File: config.mk
export PLATFORM = sky130hd
export DESIGN_NAME = reg_context_engine
export DESIGN_NICKNAME = d
export VERILOG_FILES = /design/src/rtl/reg_context_engine.sv
export SDC_FILE = /design/constraint.sdc
export NUM_CORES = 1
export LEC_CHECK = 0
export CAP_MARGIN = 25
export CORE_ASPECT_RATIO = 1.1
export CORE_MARGIN = 2
export CORE_UTILIZATION = 42
export DETAILED_ROUTE_END_ITERATION = 16
export PLACE_DENSITY = 0.87
export REMOVE_ABC_BUFFERS = 1
export SYNTH_ARGS = -nofsm -noshare
export SYNTH_HDL_FRONTEND = slang
export SYNTH_SLANG_ARGS = --single-unit
File: constraint.sdc
create_clock -name CLK -period 5.8 [get_ports CLK]
set_input_delay 1.45 -clock CLK [delete_from_list [all_inputs] [get_ports CLK]]
set_output_delay 1.45 -clock CLK [all_outputs]
set_load 0.02 [all_outputs]
File: src/rtl/reg_context_engine.sv
// ============================================================================
// Module   : reg_context_engine
// Function : Register-bank SAVE/RESTORE sequencer between bank and memory.
//            Optional CHECKSUM output when REG_CTX_CHECKSUM_EN is defined.
// Revision : 1.0 - initial release
// ============================================================================
`default_nettype none

module reg_context_engine #(
    parameter int NREGS      = 16,
    parameter int WORD_BYTES = 4
) (
    input  logic        CLK,
    input  logic        RESET,
    input  logic        START,
    input  logic        SAVE,
    input  logic [31:0] BASE_ADDR,
    output logic        BUSY,
    output logic        DONE,
    output logic [3:0]  RA,
    output logic [3:0]  RB,
    input  logic [31:0] PRA,
    input  logic [31:0] PRB,
    output logic [3:0]  WC,
    output logic [31:0] WPC,
    output logic        W_RB,
    output logic [31:0] MEM_ADDR,
    output logic [31:0] MEM_WDATA,
    output logic        MEM_WE,
    output logic        MEM_RE,
`ifdef REG_CTX_CHECKSUM_EN
    output logic [31:0] CHECKSUM,
`endif
    input  logic [31:0] MEM_RDATA,
    input  logic        MEM_READY
);

    localparam logic [4:0]  C_NREGS = 5'(NREGS);
    localparam logic [4:0]  C_LAST  = 5'(NREGS - 1);
    localparam logic [31:0] C_STEP  = 32'(WORD_BYTES);

    typedef enum logic [2:0] {
        IDLE  = 3'd0,
        SV_A  = 3'd1,
        SV_B  = 3'd2,
        RS_RD = 3'd3,
        RS_WR = 3'd4,
        FIN   = 3'd5
    } state_t;

    state_t      state_q, state_d;
    logic [4:0]  idx_q, idx_d;
    logic [31:0] addr_q, addr_d;
    logic [3:0]  ra_q, ra_d;
    logic [3:0]  rb_q, rb_d;
    logic [3:0]  wc_q, wc_d;
    logic [31:0] wpc_q, wpc_d;

    always_ff @(posedge CLK) begin
        if (RESET) begin
            state_q <= IDLE;
            idx_q   <= '0;
            addr_q  <= '0;
            ra_q    <= '0;
            rb_q    <= '0;
            wc_q    <= '0;
            wpc_q   <= '0;
        end else begin
            state_q <= state_d;
            idx_q   <= idx_d;
            addr_q  <= addr_d;
            ra_q    <= ra_d;
            rb_q    <= rb_d;
            wc_q    <= wc_d;
            wpc_q   <= wpc_d;
        end
    end

    always_comb begin
        state_d = state_q;
        idx_d   = idx_q;
        addr_d  = addr_q;
        ra_d    = ra_q;
        rb_d    = rb_q;
        wc_d    = wc_q;
        wpc_d   = wpc_q;
        case (state_q)
            IDLE: begin
                if (START) begin
                    addr_d  = BASE_ADDR;
                    idx_d   = '0;
                    ra_d    = 4'd0;
                    rb_d    = 4'd1;
                    state_d = SAVE ? SV_A : RS_RD;
                end
            end
            SV_A: begin
                if (MEM_READY) begin
                    addr_d  = addr_q + C_STEP;
                    state_d = SV_B;
                end
            end
            SV_B: begin
                // Read addresses advance as a pair only after both words land.
                if (MEM_READY) begin
                    addr_d  = addr_q + C_STEP;
                    idx_d   = idx_q + 5'd2;
                    ra_d    = ra_q + 4'd2;
                    rb_d    = rb_q + 4'd2;
                    state_d = (idx_q + 5'd2 == C_NREGS) ? FIN : SV_A;
                end
            end
            RS_RD: begin
                if (MEM_READY) begin
                    wpc_d   = MEM_RDATA;
                    wc_d    = idx_q[3:0];
                    addr_d  = addr_q + C_STEP;
                    state_d = RS_WR;
                end
            end
            RS_WR: begin
                idx_d   = idx_q + 5'd1;
                state_d = (idx_q == C_LAST) ? FIN : RS_RD;
            end
            FIN:     state_d = IDLE;
            default: state_d = IDLE;
        endcase
    end

    // Strobes decode straight from the state so a synchronous reset clears them at once.
    assign BUSY      = (state_q == SV_A) || (state_q == SV_B) ||
                       (state_q == RS_RD) || (state_q == RS_WR);
    assign DONE      = (state_q == FIN);
    assign MEM_WE    = (state_q == SV_A) || (state_q == SV_B);
    assign MEM_RE    = (state_q == RS_RD);
    assign W_RB      = (state_q == RS_WR);
    assign MEM_ADDR  = addr_q;
    assign MEM_WDATA = (state_q == SV_A) ? PRA :
                       (state_q == SV_B) ? PRB : 32'd0;
    assign RA        = ra_q;
    assign RB        = rb_q;
    assign WC        = wc_q;
    assign WPC       = wpc_q;

`ifdef REG_CTX_CHECKSUM_EN
    logic [31:0] checksum_q, checksum_d;

    always_comb begin
        checksum_d = checksum_q;
        if ((state_q == IDLE) && START) begin
            checksum_d = '0;
        end else if ((MEM_WE || MEM_RE) && MEM_READY) begin
            checksum_d = checksum_q ^ (MEM_WE ? MEM_WDATA : MEM_RDATA);
        end
    end

    always_ff @(posedge CLK) begin
        if (RESET) begin
            checksum_q <= '0;
        end else begin
            checksum_q <= checksum_d;
        end
    end

    assign CHECKSUM = checksum_q;
`endif

endmodule

`default_nettype wire

==> results.md <==
Global route:
- Global routing used 27.37% of the available tracks.
- The largest net degree at the start of global routing is 58.
- The first global-routing pass estimated 25550 um of wire.
- The initial antenna violation count was 0.
- The via count of the first global-routing pass came to 5126.
- Global routing finished with a remaining overflow of 0.

Synthesis:
- The post-synthesis sequential element count is 83.
- For this run, asynchronously set or reset flops after synthesis account for 0%.
- In the synthesized netlist the dominant register cell turns out to be dfxtp_1.
- Counting flops with a built-in enable in the synthesized netlist gives 0.
- A synthesized cell averages 7.999 um^2.
- Yosys attributes the largest share of cell area to dfxtp_1, nand2_1, a22o_1.
- The mapped netlist covers 4496 um^2.
- For this run, the number of Yosys warnings is 0.
- Synthesis produced 562 cells.
- Summed over its instances, the top area cell type makes up 36.96% of the synthesized netlist area.
- The library cell occupying the most area in the post-synthesis netlist is dfxtp_1.
- The netlist uses 67 different library cells.
- The register area share after synthesis is 36.96%.

CTS:
- The number of buffers created by CTS is 9.
- The clock tree root buffer cell is clkbuf_16.
- After clock tree synthesis, the repair step resized 0 gates.
- In this run the post-CTS setup repair buffer count came out at 0.
- The H-tree was split into 3 levels.
- The clock net in this run drives a total of 83 sinks.
- After clock tree synthesis, the clock-pin slew on the worst setup and hold paths is 0.06 ns.
- The maximum buffer depth of the clock tree is 2.
- The hold buffer count at CTS is 0.
- TritonCTS built the clock tree.
- At the later pin of the worst-skew pair, clock insertion delay measures 0.33 ns.

Critical path:
- STA classifies the critical path startpoint as a flop.
- The reg-to-reg critical path endpoint is MEM_ADDR[17]$_SDFFE_PP0P_.
- The number of cells on the worst reg-to-reg path is 5.
- In this run the critical register-to-register path is launched from state_q[0]$_SDFFE_PP0P_.
- The type of the worst setup path is reg2out.
- The endpoint type of the worst setup path is a primary output.
- Following the worst setup path forward leads to its endpoint at MEM_WDATA[26].
- Data on the critical path arrives at its endpoint at 2.93 ns.
- Along the worst path, the maximum fanout reaches 33.
- The worst register-to-register path has a setup slack of 3.06 ns.
- The launching element of the worst setup path is state_q[1]$_SDFFE_PP0P_.
- Data on the critical path is required at its endpoint by 4.35 ns.

Timing:
- The number of setup violations in the final report is 0.
- The worst clock skew is 0.005692 ns.
- The fraction of the cycle the final worst path needs is 75.54%.
- The max-slew violation count is 0.
- The transition time of the tightest slew-check pin is 0.8302 ns.
- The relative slew slack is 44.65%.
- The smallest clock period supported by the final layout is computed as 4.381 ns.
- Setup total negative slack on the finished layout was measured at 0 ns.
- The final count of hold timing violations is 0.
- Derived from the worst setup path, the maximum achievable clock frequency is 228.2 MHz.
- Setup repair after global routing left no endpoint under its margin.

Floorplan:
- The starting density of the core is 43.25%.
- The die area is 11550 um^2.
- The width of the die is 102.6 um.
- The area inside the core boundary is 10390 um^2.
- The vertical die dimension is 112.5 um.
- The number of cell rows is 39.
- The top-level port count is 246.

Run:
- The max-capacitance violation count is 0.

Pwr:
- Summed over all nets, the switching power comes to 616.8 uW.
- The static leakage is 0.002562 uW.
- Overall power consumption after layout is estimated at 1886 uW.
- Net switching is 32.71% of the power.
- Internal power comes to 1269 uW.
- The register share of total power is 36.3%.
- The power per standard cell area is 257.2 nW/um^2.
- The maximum resistive drop on vdd is 0.0002026 V.
- The combinational cell fraction of total power is 32.5%.
- In this run, the clock network consumes 31.1% of the power.

Route:
- After detailed routing, the average wire length per cell comes to 17.90 um.
- Using the TritonRoute via totals, the vias-per-cell ratio works out to 5.682.
- The number of iterations in the first detailed-routing pass is 5.
- For this block, the initial DRC count from the detailed router was 305.
- The via count of the routed design is 5279.
- The number of remaining DRC errors is 0.
- The routed wire length is 16630 um.
- In this run the remaining antenna-violating nets after routing total 0.

Cells and area:
- In the layout the commonest cells are clkdlybuf4s50_1, nand2_1, dfxtp_1, a21oi_1, a22o_1.
- Fill cells in the final layout number 843.
- From synthesis to final layout, the design area changed by 63.09%.
- The most frequent standard cell in the layout excluding fill and tap cells is clkdlybuf4s50_1.
- The ratio of cells with drive above 1 in the final layout is 5.725%.
- 0 antenna diodes ended up in the layout.
- The final layout contains 921 nets.
- The filler-free cell count of the finished design is 929.

Placement:
- The placed wire-length estimate after detailed placement is 12490 um.
- At the end of routability-driven placement, the weighted congestion stood at 0.9206.
- The total instance count after detailed placement is 913.
- The number of port buffers is 244.

Outcome:
- The flow ran to the end, and the final reports show no timing, DRC or antenna violations.

Min path:
- The path class of the lowest-slack min-delay path is reg2reg.
[cell usage after synthesis (2+ instances only)]
library cell  number
o31ai_1            3
o21bai_2           2
o32ai_1            3
nor4_1             6
a21oi_1           55
inv_1             12
nor3b_1            3
buf_4              2
o311ai_0           2
o21ai_1            4
clkbuf_1          28
and4_1             4
a31oi_1            3
nand2_1           97
dfxtp_1           83
buf_2             14
mux2i_1            5
o221ai_1           4
or4_1              2
nor2b_1            3
nand4_1           13
nand3_1           15
or3_1              6
a221oi_2           2
or2_2              2
nor3_1            15
ha_1               7
nor2_1            31
xor2_1             3
a22oi_1            2
a311oi_1          13
o21ai_0           16
nor4_4             2
a22o_1            32
nand2b_1           3
xnor2_1            2
a21o_1             2
o22ai_1            4
o211ai_1           2
a211oi_1          18
and3_1             9
and2_1             3
[metal layers]
| layer | GRT usage [%] | routed length [um] | vias up |
|---|---|---|---|
| li1 | - | - | 2530 |
| met1 | 34.43 | 6733 | 2443 |
| met2 | 46.36 | 8032 | 282 |
| met3 | 5.978 | 1596 | 24 |
| met4 | 8.356 | 263 | 0 |
| met5 | 0 | 0 | - |
[sequential cells by signal, summed over array words and instances, names as in the netlist]
| signal | flops |
|---|---|
| WPC | 32 |
| RA | 3 |
| MEM_ADDR | 32 |
| idx_q | 5 |
| WC | 4 |
| RB | 4 |
| state_q | 3 |
[cell type report]
cell class | instances | area (um^2) | area share, %
Timing Repair Buffer | 253 | 2540 | 34.64
Clock inverter | 6 | 72.57 | 0.9898
Inverter | 13 | 48.80 | 0.6655
Multi-Input combinational cell | 421 | 2591 | 35.34
Sequential cell | 83 | 1662 | 22.66
Tap cell | 143 | 178.9 | 2.440
Clock buffer | 10 | 239.0 | 3.259
[power groups by stage]
| stage | combinational [uW] | clock (uW) | sequential [uW] |
|---|---|---|---|
| floorplan | 252 | 0 | 726 |
| global placement | 591 | 0 | 692 |
| detailed placement | 611 | 0 | 695 |
| CTS | 614 | 593 | 682 |
| global route | 653 | 619 | 692 |
| finish | 614 | 587 | 685 |
[worst min path at each step]
stage | cells past startpoint | slack, ns | end | from
3_3_place_gp | 2 | 0.44 | WPC[7]$_SDFFE_PP0P_ | WPC[7]$_SDFFE_PP0P_
4_1_cts | 2 | 0.45 | WPC[9]$_SDFFE_PP0P_ | WPC[9]$_SDFFE_PP0P_
2_1_floorplan | 2 | 0.46 | WC[2]$_SDFFE_PP0P_ | idx_q[2]$_SDFFE_PP0P_
5_1_grt | 2 | 0.48 | WPC[9]$_SDFFE_PP0P_ | WPC[9]$_SDFFE_PP0P_
6_report | 2 | 0.45 | WPC[7]$_SDFFE_PP0P_ | WPC[7]$_SDFFE_PP0P_
3_5_place_dp | 2 | 0.45 | WPC[2]$_SDFFE_PP0P_ | WPC[2]$_SDFFE_PP0P_
[stage by stage]
step                utilization (%)  instance area, um^2  hold slack [ns]  setup WS (ns)
floorplan                         -                 4294           0.4635          1.051
global placement              66.99                 6963           0.4408          1.492
detailed placement            67.55                 7020           0.4465          1.611
CTS                           70.54                 7332           0.4550          1.439
global route                  70.54                 7332           0.4753          1.289
finish                        70.54                 7332           0.4523          1.419
[cell families (layout without fill, tap and decap cells)]
kind of cell	after synthesis	count (layout)	synth area share (%)
AND/OR/NAND/NOR	222	222	24.91
other	1	1	0.08342
multiplexers	5	5	1.113
adder cells (fa/ha/maj)	7	7	1.948
AO/OA/AOI/OAI	181	181	28.44
buffers and inverters	58	282	5.566
flip-flops	83	83	36.96
XOR/XNOR	5	5	0.9743
[critical path: stages, from the launching register on]
cell	delay, ns
dfxtp_1	0.75
nor3b_2	0.55
buf_4	0.42
a22o_1	0.24
clkdlybuf4s50_1	0.63
Note: power is estimated with default switching activity, not from simulation.
